**src/rtl/alu_seq_exec.sv**
```systemverilog
// alu_seq_exec: EX-stage execute unit with single-cycle ALU ops
// and an iterative signed shift-add multiplier writing hi/lo.
module alu_seq_exec #(
    parameter int WIDTH = 32
) (
    input  logic             clk_i,
    input  logic             rst_i,
    input  logic             start_i,
    input  logic [3:0]       ctrl_i,
    input  logic [WIDTH-1:0] src1_i,
    input  logic [WIDTH-1:0] src2_i,
    output logic [WIDTH-1:0] result_o,
    output logic [WIDTH-1:0] hi_o,
    output logic             zero_o,
    output logic             busy_o,
    output logic             done_o
);

    localparam int CNT_W = (WIDTH > 1) ? $clog2(WIDTH) : 1;
    localparam logic [CNT_W-1:0] LAST = CNT_W'(WIDTH - 1);

    localparam logic [0:0] S_IDLE = 1'b0;
    localparam logic [0:0] S_MUL  = 1'b1;

    localparam logic [3:0] OP_AND = 4'b0000;
    localparam logic [3:0] OP_OR  = 4'b0001;
    localparam logic [3:0] OP_ADD = 4'b0010;
    localparam logic [3:0] OP_MUL = 4'b0011;
    localparam logic [3:0] OP_SUB = 4'b0110;
    localparam logic [3:0] OP_SLT = 4'b0111;

    logic [0:0]         state_q, state_d;
    logic [CNT_W-1:0]   cnt_q, cnt_d;
    logic [2*WIDTH-1:0] acc_q, acc_d;
    logic [2*WIDTH-1:0] mcand_q, mcand_d;
    logic [WIDTH-1:0]   mplier_q, mplier_d;
    logic               sign_q, sign_d;
    logic [WIDTH-1:0]   result_q, result_d;
    logic [WIDTH-1:0]   hi_q, hi_d;
    logic               zero_q, zero_d;
    logic               done_q, done_d;

    logic [WIDTH-1:0]   abs1, abs2;
    logic [WIDTH-1:0]   alu_res;
    logic [2*WIDTH-1:0] add_sum;
    logic [2*WIDTH-1:0] prod;

    // Unsigned magnitudes; the most-negative value maps to 2^(W-1).
    assign abs1 = src1_i[WIDTH-1] ? -src1_i : src1_i;
    assign abs2 = src2_i[WIDTH-1] ? -src2_i : src2_i;

    // Single-cycle operation result for the non-multiply codes.
    always_comb begin
        alu_res = '0;
        case (ctrl_i)
            OP_AND:  alu_res = src1_i & src2_i;
            OP_OR:   alu_res = src1_i | src2_i;
            OP_ADD:  alu_res = src1_i + src2_i;
            OP_SUB:  alu_res = src1_i - src2_i;
            OP_SLT:  alu_res = {{(WIDTH-1){1'b0}},
                                $signed(src1_i) < $signed(src2_i)};
            default: alu_res = '0;
        endcase
    end

    // Control FSM and shift-add datapath next-state.
    always_comb begin
        state_d  = state_q;
        cnt_d    = cnt_q;
        acc_d    = acc_q;
        mcand_d  = mcand_q;
        mplier_d = mplier_q;
        sign_d   = sign_q;
        result_d = result_q;
        hi_d     = hi_q;
        zero_d   = zero_q;
        done_d   = 1'b0;
        add_sum  = acc_q + (mplier_q[0] ? mcand_q : '0);
        prod     = sign_q ? -add_sum : add_sum;
        case (state_q)
            S_IDLE: begin
                if (start_i) begin
                    if (ctrl_i == OP_MUL) begin
                        state_d  = S_MUL;
                        cnt_d    = '0;
                        acc_d    = '0;
                        mcand_d  = {{WIDTH{1'b0}}, abs1};
                        mplier_d = abs2;
                        sign_d   = src1_i[WIDTH-1] ^ src2_i[WIDTH-1];
                    end else begin
                        result_d = alu_res;
                        zero_d   = (alu_res == '0);
                        done_d   = 1'b1;
                    end
                end
            end
            S_MUL: begin
                acc_d    = add_sum;
                mcand_d  = mcand_q << 1;
                mplier_d = mplier_q >> 1;
                cnt_d    = cnt_q + CNT_W'(1);
                if (cnt_q == LAST) begin
                    state_d  = S_IDLE;
                    result_d = prod[WIDTH-1:0];
                    hi_d     = prod[2*WIDTH-1:WIDTH];
                    zero_d   = (prod[WIDTH-1:0] == '0);
                    done_d   = 1'b1;
                end
            end
            default: state_d = S_IDLE;
        endcase
    end

    // State and output registers; reset discards any partial product.
    always_ff @(posedge clk_i or negedge rst_i) begin
        if (!rst_i) begin
            state_q  <= S_IDLE;
            cnt_q    <= '0;
            acc_q    <= '0;
            mcand_q  <= '0;
            mplier_q <= '0;
            sign_q   <= 1'b0;
            result_q <= '0;
            hi_q     <= '0;
            zero_q   <= 1'b1;
            done_q   <= 1'b0;
        end else begin
            state_q  <= state_d;
            cnt_q    <= cnt_d;
            acc_q    <= acc_d;
            mcand_q  <= mcand_d;
            mplier_q <= mplier_d;
            sign_q   <= sign_d;
            result_q <= result_d;
            hi_q     <= hi_d;
            zero_q   <= zero_d;
            done_q   <= done_d;
        end
    end

    assign result_o = result_q;
    assign hi_o     = hi_q;
    assign zero_o   = zero_q;
    assign busy_o   = (state_q == S_MUL);
    assign done_o   = done_q;

endmodule

```
**config.mk**
```make
export PLATFORM = sky130hd
export DESIGN_NAME = alu_seq_exec
export DESIGN_NICKNAME = d
export VERILOG_FILES = /design/src/rtl/alu_seq_exec.sv
export SDC_FILE = /design/constraint.sdc
export NUM_CORES = 1
export LEC_CHECK = 0
export BUFFER_PORTS_ARGS = -buffer_cell sky130_fd_sc_hd__buf_4
export CORE_ASPECT_RATIO = 0.8
export CORE_MARGIN = 10
export CORE_UTILIZATION = 40
export DETAILED_ROUTE_END_ITERATION = 7
export MAX_ROUTING_LAYER = met4
export SLEW_MARGIN = 40
export SYNTH_ARGS = -nofsm -noshare
export SYNTH_HDL_FRONTEND = slang
export SYNTH_SLANG_ARGS = --single-unit
```
**constraint.sdc**
```tcl
create_clock -name clk_i -period 13.9 [get_ports clk_i]
set_input_delay 0.695 -clock clk_i [delete_from_list [all_inputs] [get_ports clk_i]]
set_output_delay 0.695 -clock clk_i [all_outputs]
set_load 0.02 [all_outputs]
```
==> Word-level counts from Yosys, hierarchy flattened <==
Cells that the tools add are included.
{ "word_totals": {"output_inout_bits": 67, "input_bits": 71, "wordCells": 72, "reg_bits": 233} }
{ "op_classes": {"bitwise_logic": 4, "n_addsub": 7, "n_lt_le_gt_ge": 1, "reduce_logical": 7, "n_eq_ne": 10, "mux": 33} }
{ "op_table": {"columns": ["operator", "count"], "rows": [
  ["$mux W64", 6],
  ["$pmux W64 S2", 2],
  ["$mux W32", 7],
  ["$pmux W32 S5", 1],
  ["$pmux W32 S2", 2],
  ["$add A64 B64 Y64", 1],
  ["$logic_not A32 Y1", 2],
  ["$neg A32 Y32", 2],
  ["$neg A64 Y64", 1],
  ["$add A32 B32 Y32", 1],
  ["$and A32 B32 Y32", 1],
  ["$lt A32 B32 Y1", 1],
  ["$or A32 B32 Y32", 1],
  ["$sub A32 B32 Y32", 1],
  ["$mux W5", 2],
  ["$pmux W5 S2", 1],
  ["$mux W1", 9],
  ["$eq A4 B2 Y1 const B", 2],
  ["$eq A4 B3 Y1 const B", 2],
  ["$ne A2 B2 Y1 const B", 3],
  ["$pmux W1 S2", 3],
  ["$reduce_and A3 Y1", 2],
  ["$add A5 B1 Y5 const B", 1],
  ["$eq A5 B5 Y1 const B", 1],
  ["6 further kinds", 7]
]} }

==> Longest topological paths before layout <==
Gate-level depths: netlist of the first run.
{ "depth": {"depth_word": 7, "depth_mapped": 21, "mapped_depth_nobuf": 17} }

==> Least setup slack after synthesis of the first run <==
OpenSTA, ideal clock, no wires.
{ "synth_timing": {"path_kind": "flip-flop to flip-flop", "start": "register mplier_q[0]", "end": "register zero_q (netlist: zero_o)", "setup_ns": 0.077, "synth_period_minus_slack_ns": 5.202, "required_time_ns": 13.823, "n_path_buf": 3, "t_arrival_ns": 5.124, "slack_ns": 8.698, "path_stages_with_launch": 21, "path_cell_list": "dfrtp_1 -> clkbuf_1 -> clkbuf_1 -> and2_1 -> ha_1 -> inv_1 -> fa_1 -> nand2b_1 -> a211oi_4 -> nor2_2 -> xnor2_1 -> or4_4 -> or4_1 -> buf_2 -> nor4_4 -> nand4_2 -> mux2i_1 -> a32o_1 -> nand4_1 -> or4_1 -> a31oi_1"} }
{ "synth_between": {"elab_chain_cells": 7} }
{ "synth_rtl": {"columns": ["item", "line", "rtl"], "rows": [
  ["from (decl)", "36", "logic [WIDTH-1:0] mplier_q, mplier_d;"],
  ["from (signal assigned)", "132", "mplier_q <= mplier_d;"],
  ["$mux W64 *", "78", "add_sum = acc_q + (mplier_q[0] ? mcand_q : '0);"],
  ["$add A64 B64 Y64 *", "78", null],
  ["$neg A64 Y64", "79", "prod = sign_q ? -add_sum : add_sum;"],
  ["$mux W64 *", "79", null],
  ["$logic_not A32 Y1 *", "106", "zero_d = (prod[WIDTH-1:0] == '0);"],
  ["$mux W1 *", "102", "if (cnt_q == LAST) begin"],
  ["$pmux W1 S2 *", "80", "case (state_q)"],
  ["to (signal assigned)", "136", "zero_q <= zero_d;"],
  ["to (decl)", "40", "logic zero_q, zero_d;"]
]} }
Every way passes the cells marked *; elsewhere a longest branch is shown, timed or not. The select of a mux whose other input is x is not followed.
A chain may end at the register's enable or synchronous reset.

==> Final worst setup path of the first run <==
{ "layout_timing": {"start": "register mplier_q[0]", "end": "register hi_q[25] (netlist: hi_o[25])"} }
{ "layout_between": {"elab_chain_cells": 4} }
{ "layout_rtl": {"columns": ["item", "line", "rtl"], "rows": [
  ["$mux W64 *", "78", null],
  ["$add A64 B64 Y64 *", "78", null],
  ["$neg A64 Y64", "79", null],
  ["$mux W64 *", "79", null],
  ["to (signal assigned)", "135", "hi_q <= hi_d;"],
  ["to (decl)", "39", "logic [WIDTH-1:0] hi_q, hi_d;"]
]} }
Every way passes the cells marked *; elsewhere a longest branch is shown, timed or not.

==> results of run 1 <==
==> placed cells by master (no fill, tap or decap), types with 16 or more instances in the layout <==
| master | netlist | final |
|---|---|---|
| dfrtp_1 | 232 | 230 |
| o21ai_1 | 15 | 16 |
| or3_1 | 34 | 34 |
| inv_1 | 148 | 148 |
| nand4_1 | 44 | 44 |
| or4_1 | 20 | 20 |
| a21o_1 | 43 | 43 |
| mux2_2 | 19 | 19 |
| nor3_1 | 59 | 57 |
| nand3_1 | 50 | 50 |
| o211ai_1 | 27 | 27 |
| o22ai_1 | 22 | 22 |
| a31oi_1 | 16 | 16 |
| a211oi_1 | 20 | 18 |
| o21a_1 | 20 | 20 |
| a21oi_1 | 227 | 227 |
| and3_1 | 19 | 19 |
| buf_4 | 0 | 157 |
| nand2_1 | 465 | 463 |
| o21bai_1 | 19 | 19 |
| a22o_1 | 22 | 22 |
| and2_1 | 80 | 80 |
| xor2_1 | 54 | 54 |
| nor2b_1 | 16 | 16 |
| o21ai_0 | 265 | 263 |
| o31ai_1 | 49 | 47 |
| xnor2_1 | 112 | 111 |
| clkbuf_16 | 0 | 29 |
| nor2_1 | 232 | 231 |
| mux2i_1 | 50 | 50 |
| ha_1 | 164 | 164 |
| o221ai_1 | 44 | 44 |
==> cell families after synthesis <==
group / after synthesis / synth area share
and+or+nand+nor: 1098 / 0.2267
xor gates and xnor gates: 166 / 0.06392
muxes: 70 / 0.03190
adders and majority gates: 167 / 0.09285
DFF: 233 / 0.2564
AOI/OAI and AO/OA: 948 / 0.2719
buffers and inverters: 336 / 0.05633
==> report_power, final <==
part | internal (uW) | total, uW | leakage, uW | switching, uW
sequential | 917 | 1090 | 0.00305 | 174
combinational | 720 | 2030 | 0.00772 | 1310
clock | 498 | 836 | 0.000497 | 338
total | 2140 | 3960 | 0.0113 | 1820
==> worst paths after layout <==
kind,from,to,slack (ns),depth (start not counted)
max,mplier_q[0],hi_o[25],7.15,18
min,rst_i,mcand_q[39],0.000006,1
max in group asynchronous,rst_i,busy_o,12.71,3
min reg2reg,hi_o[15],hi_o[15],0.48,2
min in group clk_i,src1_i[30],mcand_q[31],0.46,4
max reg2reg,mplier_q[0],hi_o[25],7.15,18
==> synthesized netlist by cell type, types with 16 or more instances <==
library cell	instances	area share
a22o_1	22	0.0085
nand2_1	465	0.077
o22ai_1	22	0.0061
nor2b_1	16	0.0044
mux2i_1	50	0.022
or4_1	20	0.0066
mux2_2	19	0.0094
xor2_1	54	0.021
o21ai_0	265	0.058
a211oi_1	20	0.0066
xnor2_1	112	0.043
nand3_1	50	0.011
or3_1	34	0.0094
clkbuf_1	166	0.027
nor2_1	232	0.038
nand4_1	44	0.012
and2_1	80	0.022
inv_1	148	0.024
o21bai_1	19	0.0063
o31ai_1	49	0.016
dfrtp_1	232	0.26
o221ai_1	44	0.017
a21o_1	43	0.014
o21a_1	20	0.0066
a31oi_1	16	0.0044
nor3_1	59	0.013
o211ai_1	27	0.0089
ha_1	164	0.090
and3_1	19	0.0052
a21oi_1	227	0.050
==> registers in the layout (all words and copies together) (netlist names) <==
register  cells
acc_q        64
mcand_q      64
hi_o         32
mplier_q     32
result_o     32
cnt_q         5
busy_o        1
done_o        1
sign_q        1
zero_o        1
==> routing by layer <==
metal / global-route usage / share of wire
met4: 0.05126 / 0.021
met1: 0.3597 / 0.49
met5: - / 0
met3: 0.03166 / 0.063
met2: 0.3592 / 0.42
==> area by class of cell <==
cell class / instances / area (um^2) / share of cell area
clock buffers: 35 / 788.3 / 0.03103
clock inverters: 18 / 251.5 / 0.009900
multi-input cells: 2449 / 15730 / 0.6190
well taps: 760 / 950.9 / 0.03743
repair buffers: 163 / 1291 / 0.05083
inverters: 149 / 559.3 / 0.02202
flip-flops and latches: 233 / 5837 / 0.2298
==> stage by stage <==
step                hold WS (ns)  area, um^2
finish               0.000006217       25400
global route             0.01504       25400
CTS                       0.1529       25310
detailed placement        0.4722       24270
global placement          0.4597       24250
floorplan                 0.3994       22750
==> flow_metrics.py, run 1 <==
metrics = {
    "sta": {
        "setup_viol": 0,
        "final-hold-violation-count": 0,
        "max-slew-margin-rel": 0.4174,
        "finalCriticalPeriod_ns": 6.753,
        "clock.fmax_mhz": 148.1,
        "fin_skew_ns": 0.01315,
        "fin_tns_setup_ns": 0,
        "drv_slew": 0,
        "finalCritPeriodShare": 0.4858,
        "timing.final.ws_setup_ns": 7.147,
        "worstMarginPinSlew_ns": 0.8680,
        "grt_setup_unrepaired": "no",
    },
    "finish": {
        "syn_to_final_growth_pct": 11.68,
        "antenna_cells": 0,
        "fin_nets": 3263,
        "final_cells": 3807,
        "drive_gt1_frac": 0.09780,
        "post-route-util": 0.4496,
        "nFillCells": 5695,
    },
    "floorplan": {
        "start_util": 0.4026,
        "die_w_um": 286.6,
        "die_h_um": 233.3,
        "coreArea_um2": 56510,
        "ios": 138,
        "std_cell_rows": 78,
        "die_area_um2": 66860,
    },
    "job": {
        "max_cap_violations": 0,
    },
    "routing": {
        "routed_wl_um": 82990,
        "first_pass_iters": 6,
        "drc_errors": 0,
        "via_per_inst": 5.952,
        "wire_per_inst_um": 21.80,
        "vias": 22660,
        "dr.first_iter.drc_count": 2116,
        "drtAntennaViolNets": 0,
    },
    "clocking": {
        "clockBufferDepth": 3,
        "root_buffer": "clkbuf_16",
        "cts.clk_slew.worst_paths_ns": 0.06,
        "clock-sinks": 233,
        "post_cts_buffers": 0,
        "cts_made_buffers": 29,
        "ctsHoldBuffers": 0,
        "ctsResizeCount": 0,
        "cts_htree_levels": 1,
        "clk_latency_ns": 0.59,
        "cts_tree": "yes",
    },
    "logic_synthesis": {
        "synth_async_sr_flop_share": 1.000,
        "synthCells": 3018,
        "avgSynthCellArea_um2": 7.537,
        "synth_area_um2": 22750,
        "synth_nets": 3256,
        "ys_seq_area_frac": 0.2564,
        "ys_ff_latch": 233,
        "ys.flop_type": "dfrtp_1",
        "yosysWarnings": 0,
        "ys_types": 95,
        "synth-edff-count": 0,
    },
    "worst_setup_path": {
        "crit_path_frequent_cell": "or4_1",
        "worst_ep_required_time_ns": 14.35,
        "crit_type": "reg -> reg",
        "path_delay_family": "simple AND/OR/NAND/NOR gates",
        "start_kind": "flip-flop",
        "path_cells": "buf_4 -> and2_1 -> ha_1 -> inv_1 -> fa_1 -> nand2b_1 -> a211oi_4 -> nor2_2 -> xnor2_1 -> or4_1 -> or4_1 -> nor4_4 -> nand4_1 -> nor4_2 -> nand3_1 -> o31ai_1 -> xor2_1 -> o21ai_1",
        "path_buf_inv": 2,
        "crit_path_end_kind": "flip-flop",
        "critPathMaxStageDelay_ns": 0.72,
        "crit_slowest_cell": "nor4_2",
        "crit_fanout": 65,
        "crit_arrival_ns": 7.21,
    },
    "status": {
        "status": "finished clean",
    },
    "power_and_ir_drop": {
        "power_uw": 3957,
        "cellLeakagePower_uw": 0.01127,
        "power_density_nw_per_um2": 155.8,
        "ir_drop_v": 0.0001477,
    },
    "grt": {
        "antenna_found_initial": 1,
        "grt.total_usage": 0.2470,
        "grt_pass1_vias": 21610,
        "grt_max_degree": 137,
        "overflow": 0,
        "grt_pass1_wl_um": 129100,
    },
    "placement": {
        "detailed_place_hpwl_um": 63170,
        "post-place-cells": 3752,
        "gp_congestion": 0.9567,
        "port_buffers": 137,
        "dp_slack_ns": 7.324,
    },
    "hold_path": {
        "min_path_type": "in -> async",
    },
}
Power figures use the tool's default switching activity.
==> inputs of run 2 (changes only) <==
--- a/config.mk
+++ b/config.mk
@@ -5,6 +5,7 @@
 export SDC_FILE = /design/constraint.sdc
 export NUM_CORES = 1
 export LEC_CHECK = 0
+export ABC_AREA = 1
 export BUFFER_PORTS_ARGS = -buffer_cell sky130_fd_sc_hd__buf_4
 export CORE_ASPECT_RATIO = 0.8
 export CORE_MARGIN = 10
==> constraint.sdc (replaced) <==
create_clock -name clk_i -period 6.1 [get_ports clk_i]
set_input_delay 0.305 -clock clk_i [delete_from_list [all_inputs] [get_ports clk_i]]
set_output_delay 0.305 -clock clk_i [all_outputs]
set_load 0.02 [all_outputs]
==> run 2 against run 1 <==
  * Fmax is 42% higher
  * Count of clock-buffer cells in the layout unchanged
  * Global-route usage is 4.4 points higher
  * Largest cell class unchanged
==> flow_metrics.py, run 2 <==
metrics = {
    "finish": {
        "multi_input_area_um2": 15880,
        "fin_nets": 4233,
        "post-route-util": 0.4547,
        "regArea_um2": 5838,
        "nFillCells": 6482,
        "antenna_cells": 0,
        "mostFrequentLayoutCells": "nand2_1, inv_1, nor2_1",
        "reg_top3": "acc_q x64, mcand_q x64",
        "layout_commonest_cell": "nand2_1",
        "drive_gt1_frac": 0.09734,
        "syn_to_final_growth_pct": 12.18,
    },
    "power_and_ir_drop": {
        "power.clock.fraction": 0.193,
        "power.switching_uw": 5176,
        "switching_share": 0.5095,
        "power_density_nw_per_um2": 373.9,
        "p_int_uw": 4982,
        "combPwrFrac": 0.548,
        "seq_power_share": 0.258,
        "power_uw": 10160,
        "ir_drop_v": 0.0002768,
        "cellLeakagePower_uw": 0.01405,
    },
    "logic_synthesis": {
        "ys.flop_type": "dfrtp_1",
        "avgSynthCellArea_um2": 6.187,
        "synth_area_um2": 24220,
        "synthMuxAreaShare": 0,
        "synth_nets": 4153,
        "yosysWarnings": 0,
        "ys_seq_area_frac": 0.2408,
        "synthSimpleGateAreaFrac": 0.3722,
        "yosysTopAreaCell": "dfrtp_1",
        "synth.area.top_cells": "dfrtp_1, nand2_1, ha_1",
        "synth-edff-count": 0,
        "yosys.area_share.xor_xnor": 0.02609,
        "ys_ff_latch": 233,
        "synthTopCellsByCount": "nand2_1, inv_1, nor2_1",
        "synth_async_sr_flop_share": 1.000,
        "ys_types": 64,
        "synthAdderAreaFrac": 0.08720,
        "synthCells": 3915,
        "synth_top_area_frac": 0.2397,
        "synth_top_family_by_area": "simple AND/OR/NAND/NOR gates",
        "yosys.cell_count.top_type": "nand2_1",
        "synth_compound_area_frac": 0.1681,
    },
    "floorplan": {
        "coreArea_um2": 59760,
        "die_w_um": 295.1,
        "start_util": 0.4053,
        "ios": 138,
        "std_cell_rows": 80,
        "die_area_um2": 70860,
        "die_h_um": 240.1,
    },
    "clocking": {
        "cts_made_buffers": 29,
        "root_buffer": "clkbuf_16",
        "clk_latency_ns": 0.60,
        "cts_tree": "yes",
        "cts.clk_slew.worst_paths_ns": 0.06,
        "clockBufferDepth": 3,
        "clock-sinks": 233,
        "cts_htree_levels": 1,
    },
    "worst_setup_path": {
        "crit_path_end_kind": "flip-flop",
        "path_delay_family": "simple AND/OR/NAND/NOR gates",
        "crit_path_frequent_cell": "nand3_1",
        "crit_type": "reg -> reg",
        "crit_arrival_ns": 5.22,
        "path_cells": "nand2_1 -> inv_1 -> ha_1 -> inv_1 -> fa_1 -> ha_1 -> inv_1 -> a21oi_1 -> nand3_1 -> nor2_1 -> nand4_2 -> nor2_1 -> nand3_2 -> nor2_1 -> nand3_1 -> nor3_2 -> nand3b_1 -> nand2_1 -> nand3_1 -> nand3_1 -> nand2_1",
        "worst_ep_required_time_ns": 6.58,
        "critPathMaxStageDelay_ns": 0.90,
        "crit_slowest_cell": "dfrtp_2",
        "path_buf_inv": 3,
        "start_kind": "flip-flop",
        "crit_fanout": 39,
    },
    "routing": {
        "dr.first_iter.drc_count": 3086,
        "via_per_inst": 5.618,
        "drc_errors": 0,
        "routed_wl_um": 103800,
        "first_pass_iters": 7,
        "wire_per_inst_um": 21.63,
        "drtAntennaViolNets": 0,
        "vias": 26940,
    },
    "sta": {
        "timing.final.ws_setup_ns": 1.357,
        "worstMarginPinSlew_ns": 0.8888,
        "finalCritPeriodShare": 0.7775,
        "setup_viol": 0,
        "max-slew-margin-rel": 0.4054,
        "final-hold-violation-count": 0,
        "hold_slack_ns": 0.03751,
        "fin_skew_ns": 0.01822,
        "grt_setup_unrepaired": "no",
        "finalCriticalPeriod_ns": 4.743,
        "drv_slew": 0,
        "fin_tns_setup_ns": 0,
        "clock.fmax_mhz": 210.8,
    },
    "hold_path": {
        "min_path_type": "in -> reg",
    },
    "placement": {
        "gp_congestion": 1.031,
        "port_buffers": 137,
        "dp_slack_ns": 1.516,
        "detailed_place_hpwl_um": 84440,
    },
    "grt": {
        "grt_max_degree": 124,
        "antenna_found_initial": 0,
        "grt_pass1_wl_um": 154600,
        "grt_pass1_vias": 24360,
        "overflow": 0,
        "grt.total_usage": 0.2910,
    },
    "job": {
        "max_cap_violations": 0,
    },
    "status": {
        "status": "finished clean",
    },
}
-- run 2: layout make-up --
cell class,count,area share
Inverter,569,0.07870
Multi-Input combinational cell,3004,0.5845
Tap cell,779,0.03587
Clock inverter,18,0.009808
Timing Repair Buffer,158,0.04729
Clock buffer,35,0.02901
Sequential cell,233,0.2149
-- run 2: path summary, 6_finish.rpt --
path                             start           end  slack, ns  cells past startpoint
max                        mplier_q[0]      hi_o[26]       1.36                     21
min                         src2_i[28]  mplier_q[28]       0.04                      3
max reg2reg                mplier_q[0]      hi_o[26]       1.36                     21
min reg2reg                   hi_o[27]      hi_o[27]       0.49                      2
max in group asynchronous        rst_i        busy_o       4.74                      3
min in group asynchronous        rst_i  result_o[13]       0.22                      2
-- run 2: cell families (layout without fill, tap and decap cells) --
kind of cell               count (synthesis)  in the layout
and+or+nand+nor                         2054           2054
adders and majority gates                167            167
buffers and inverters                    678            780
xor gates and xnor gates                  67             67
AOI/OAI and AO/OA                        716            716
DFF                                      233            233
-- run 2: metal layers --
| layer | track usage | vias to the layer above | wire (um) |
|---|---|---|---|
| met3 | 0.05042 | 94 | 10420 |
| li1 | - | 12940 | - |
| met4 | 0.04118 | 0 | 1399 |
| met1 | 0.4481 | 12680 | 51530 |
| met2 | 0.3918 | 1233 | 40400 |
| met5 | - | - | 0 |
-- run 2: worst register-to-register path: cells and delay by family, from the launching register on --
family                     cells  cell delay [ns]
and+or+nand+nor               14             2.44
adders and majority gates      3             0.94
DFF                            1             0.90
buffers and inverters          3             0.24
AOI/OAI and AO/OA              1             0.11
-- run 2: timing repair --
| action | in CTS | in global routing |
|---|---|---|
| hold buffers | 1 | 0 |
| endpoints found under the hold margin | 47 | 0 |
| resized for setup | 0 | 0 |
| buffers inserted | 0 | 0 |
-- run 2: stage by stage --
step | cell area (um^2) | instances
2_1_floorplan | 24220 | 3915
3_3_place_gp | 26010 | 4739
3_5_place_dp | 26100 | 4742
4_1_cts | 27160 | 4796
5_1_grt | 27170 | 4796
6_report | 27170 | 4796
-- run 2: power groups by stage --
stage          Combinational [uW]  Clock (uW)  Sequential (uW)
6_report                     5570        1960             2630
5_1_grt                      6100        2040             2680
4_1_cts                      5470        1990             2610
3_5_place_dp                 5450           0             2620
3_3_place_gp                 5400           0             2630
2_1_floorplan                3520           0             2580
==> inputs of run 3 (changes only) <==
--- a/config.mk
+++ b/config.mk
@@ -5,7 +5,7 @@
 export SDC_FILE = /design/constraint.sdc
 export NUM_CORES = 1
 export LEC_CHECK = 0
-export ABC_AREA = 1
+export ABC_AREA = 0
 export BUFFER_PORTS_ARGS = -buffer_cell sky130_fd_sc_hd__buf_4
 export CORE_ASPECT_RATIO = 0.8
 export CORE_MARGIN = 10
==> constraint.sdc (replaced) <==
create_clock -name clk_i -period 4.5 [get_ports clk_i]
set_input_delay 0.225 -clock clk_i [delete_from_list [all_inputs] [get_ports clk_i]]
set_output_delay 0.225 -clock clk_i [all_outputs]
set_load 0.02 [all_outputs]
==> run 3 against run 2 <==
  * The run now ends with setup timing left
  * Sequential power is 32% higher
  * Die area is 5.6% lower
  * Power up 45%
  * Fmax fell by 3.5%
  * Worst setup slack worse by 1.8 ns
  * Hold slack better by 0.0079 ns
  * Wire length fell by 8.9%
  * Clock skew grew 0.018 ns
  * Sequential share of layout area fell by 2.6 points
  * Count of clock-buffer cells in the layout grew 5
  * Global-route usage fell by 1.3 points
  * Critical endpoint is now zero_o
==> flow_metrics.py, run 3 (synthesis results as in run 1) <==
metrics = {
    "routing": {
        "vias": 25010,
        "dr.first_iter.drc_count": 2607,
        "drtAntennaViolNets": 0,
        "via_per_inst": 5.747,
        "first_pass_iters": 8,
        "routed_wl_um": 94500,
        "drc_errors": 0,
        "wire_per_inst_um": 21.71,
    },
    "hold_path": {
        "holdCritStartpoint": "src1_i[30]",
        "hold_path_depth": 4,
        "min_path_type": "in -> reg",
        "hold_end": "mcand_q[31]",
    },
    "worst_setup_path": {
        "reg2reg_to": "zero_o",
        "crit_type": "reg -> reg",
        "r2r_slack_ns": -0.42,
        "crit_fanout": 5,
        "start_kind": "flip-flop",
        "crit_arrival_ns": 5.42,
        "rr_worst_depth": 18,
        "timing.rr.start": "mplier_q[0]",
        "worst_ep_required_time_ns": 5.01,
        "crit_path_end_kind": "flip-flop",
    },
    "grt": {
        "overflow": 0,
        "antenna_found_initial": 0,
        "grt_max_degree": 112,
        "grt.total_usage": 0.2780,
        "grt_pass1_wl_um": 144000,
        "grt_pass1_vias": 24310,
    },
    "clocking": {
        "clockBufferDepth": 3,
        "cts_htree_levels": 1,
        "cts.clk_slew.worst_paths_ns": 0.06,
        "cts_made_buffers": 29,
        "cts_tree": "yes",
        "clock-sinks": 233,
        "root_buffer": "clkbuf_16",
        "clk_latency_ns": 0.61,
    },
    "placement": {
        "port_buffers": 137,
        "post-place-cells": 4260,
        "gp_congestion": 0.9824,
        "dp_slack_ns": -0.6802,
        "detailed_place_hpwl_um": 73820,
    },
    "floorplan": {
        "std_cell_rows": 78,
        "die_h_um": 233.3,
        "start_util": 0.4026,
        "die_w_um": 286.6,
        "ios": 138,
        "coreArea_um2": 56510,
        "die_area_um2": 66860,
    },
    "sta": {
        "final-hold-violation-count": 0,
        "max-slew-margin-rel": 0.4794,
        "timing.final.ws_setup_ns": -0.4159,
        "drv_slew": 0,
        "clock.fmax_mhz": 203.4,
        "finalCritPeriodShare": 1.092,
        "fin_tns_setup_ns": -4.454,
        "finalCriticalPeriod_ns": 4.916,
        "worstMarginPinSlew_ns": 0.7809,
        "fin_skew_ns": 0.03667,
        "setup_viol": 29,
        "grt_setup_unrepaired": "yes",
    },
    "finish": {
        "drive_gt1_frac": 0.2827,
        "mostFrequentLayoutCells": "buf_4, nand2_1, dfrtp_1",
        "fin_nets": 3807,
        "layout_commonest_cell": "buf_4",
        "final_cells": 4352,
        "reg_top3": "acc_q x64, mcand_q x64",
        "nFillCells": 5346,
        "syn_to_final_growth_pct": 35.64,
    },
    "status": {
        "status": "complete, but fails checks",
        "violations": "setup timing",
    },
    "power_and_ir_drop": {
        "power_uw": 14710,
        "cellLeakagePower_uw": 0.01425,
        "ir_drop_v": 0.0004027,
        "power_density_nw_per_um2": 476.8,
    },
    "job": {
        "max_cap_violations": 0,
    },
}
run 3: layer usage:
metal / share of wire / GRT usage
met4: 0.019 / 0.05076
met3: 0.063 / 0.03021
met2: 0.43 / 0.4078
met5: 0 / -
met1: 0.49 / 0.4080
run 3: cell type report:
cell class | instances | area [um^2] | area share
Multi-Input combinational cell | 2449 | 16980 | 0.5503
Tap cell | 760 | 950.9 | 0.03082
Sequential cell | 233 | 5841 | 0.1893
Timing Repair Buffer | 707 | 5508 | 0.1785
Antenna cell | 2 | 5.005 | 0.0001622
Clock inverter | 12 | 214.0 | 0.006935
Inverter | 149 | 559.3 | 0.01813
Clock buffer | 40 | 797.0 | 0.02583
run 3: worst max path at each step:
stage / end / slack [ns] / startpoint
global route: zero_o / -0.59 / mplier_q[0]
detailed placement: zero_o / -0.68 / mplier_q[0]
floorplan: zero_o / -0.30 / mplier_q[0]
finish: zero_o / -0.42 / mplier_q[0]
CTS: zero_o / -0.36 / mplier_q[0]
global placement: hi_o[31] / -0.55 / mplier_q[0]
run 3: critical path: stages, from the launching register on:
cell	delay [ns]
dfrtp_2	0.41
and2_4	0.16
ha_4	0.12
inv_2	0.04
fa_2	0.39
nand2b_4	0.18
a211oi_4	0.30
nor2_2	0.11
xnor2_2	0.18
or4_4	0.56
or4_4	0.54
buf_12	0.16
or4_4	0.44
nand2_2	0.10
xor2_2	0.15
and3_1	0.17
nand4_1	0.13
or4_1	0.49
a31oi_1	0.17
run 3: power by group:
part | internal, uW | switching (uW)
combinational | 3740 | 4970
clock | 1530 | 1020
sequential | 2830 | 629
total | 8100 | 6610
run 3: through the flow:
step                      area [um^2]    util  hold WS (ns)
after floorplan                 22850       -      -0.07059
after global placement          28150  0.4981        0.3255
after detailed placement        28150  0.4983        0.3373
after CTS                       29830  0.5279       0.01251
after global routing            30850  0.5459       0.04669
final                           30850  0.5460       0.04545
run 3: timing repair:
item / CTS / global route
hold buffers: 3 / 0
pin swaps: 39 / 79
gates resized for setup: 132 / 175
gates cloned: 0 / 1
endpoints found under the setup margin: 37 / 48
endpoints found under the hold margin: 98 / 0
setup buffers: 15 / 24
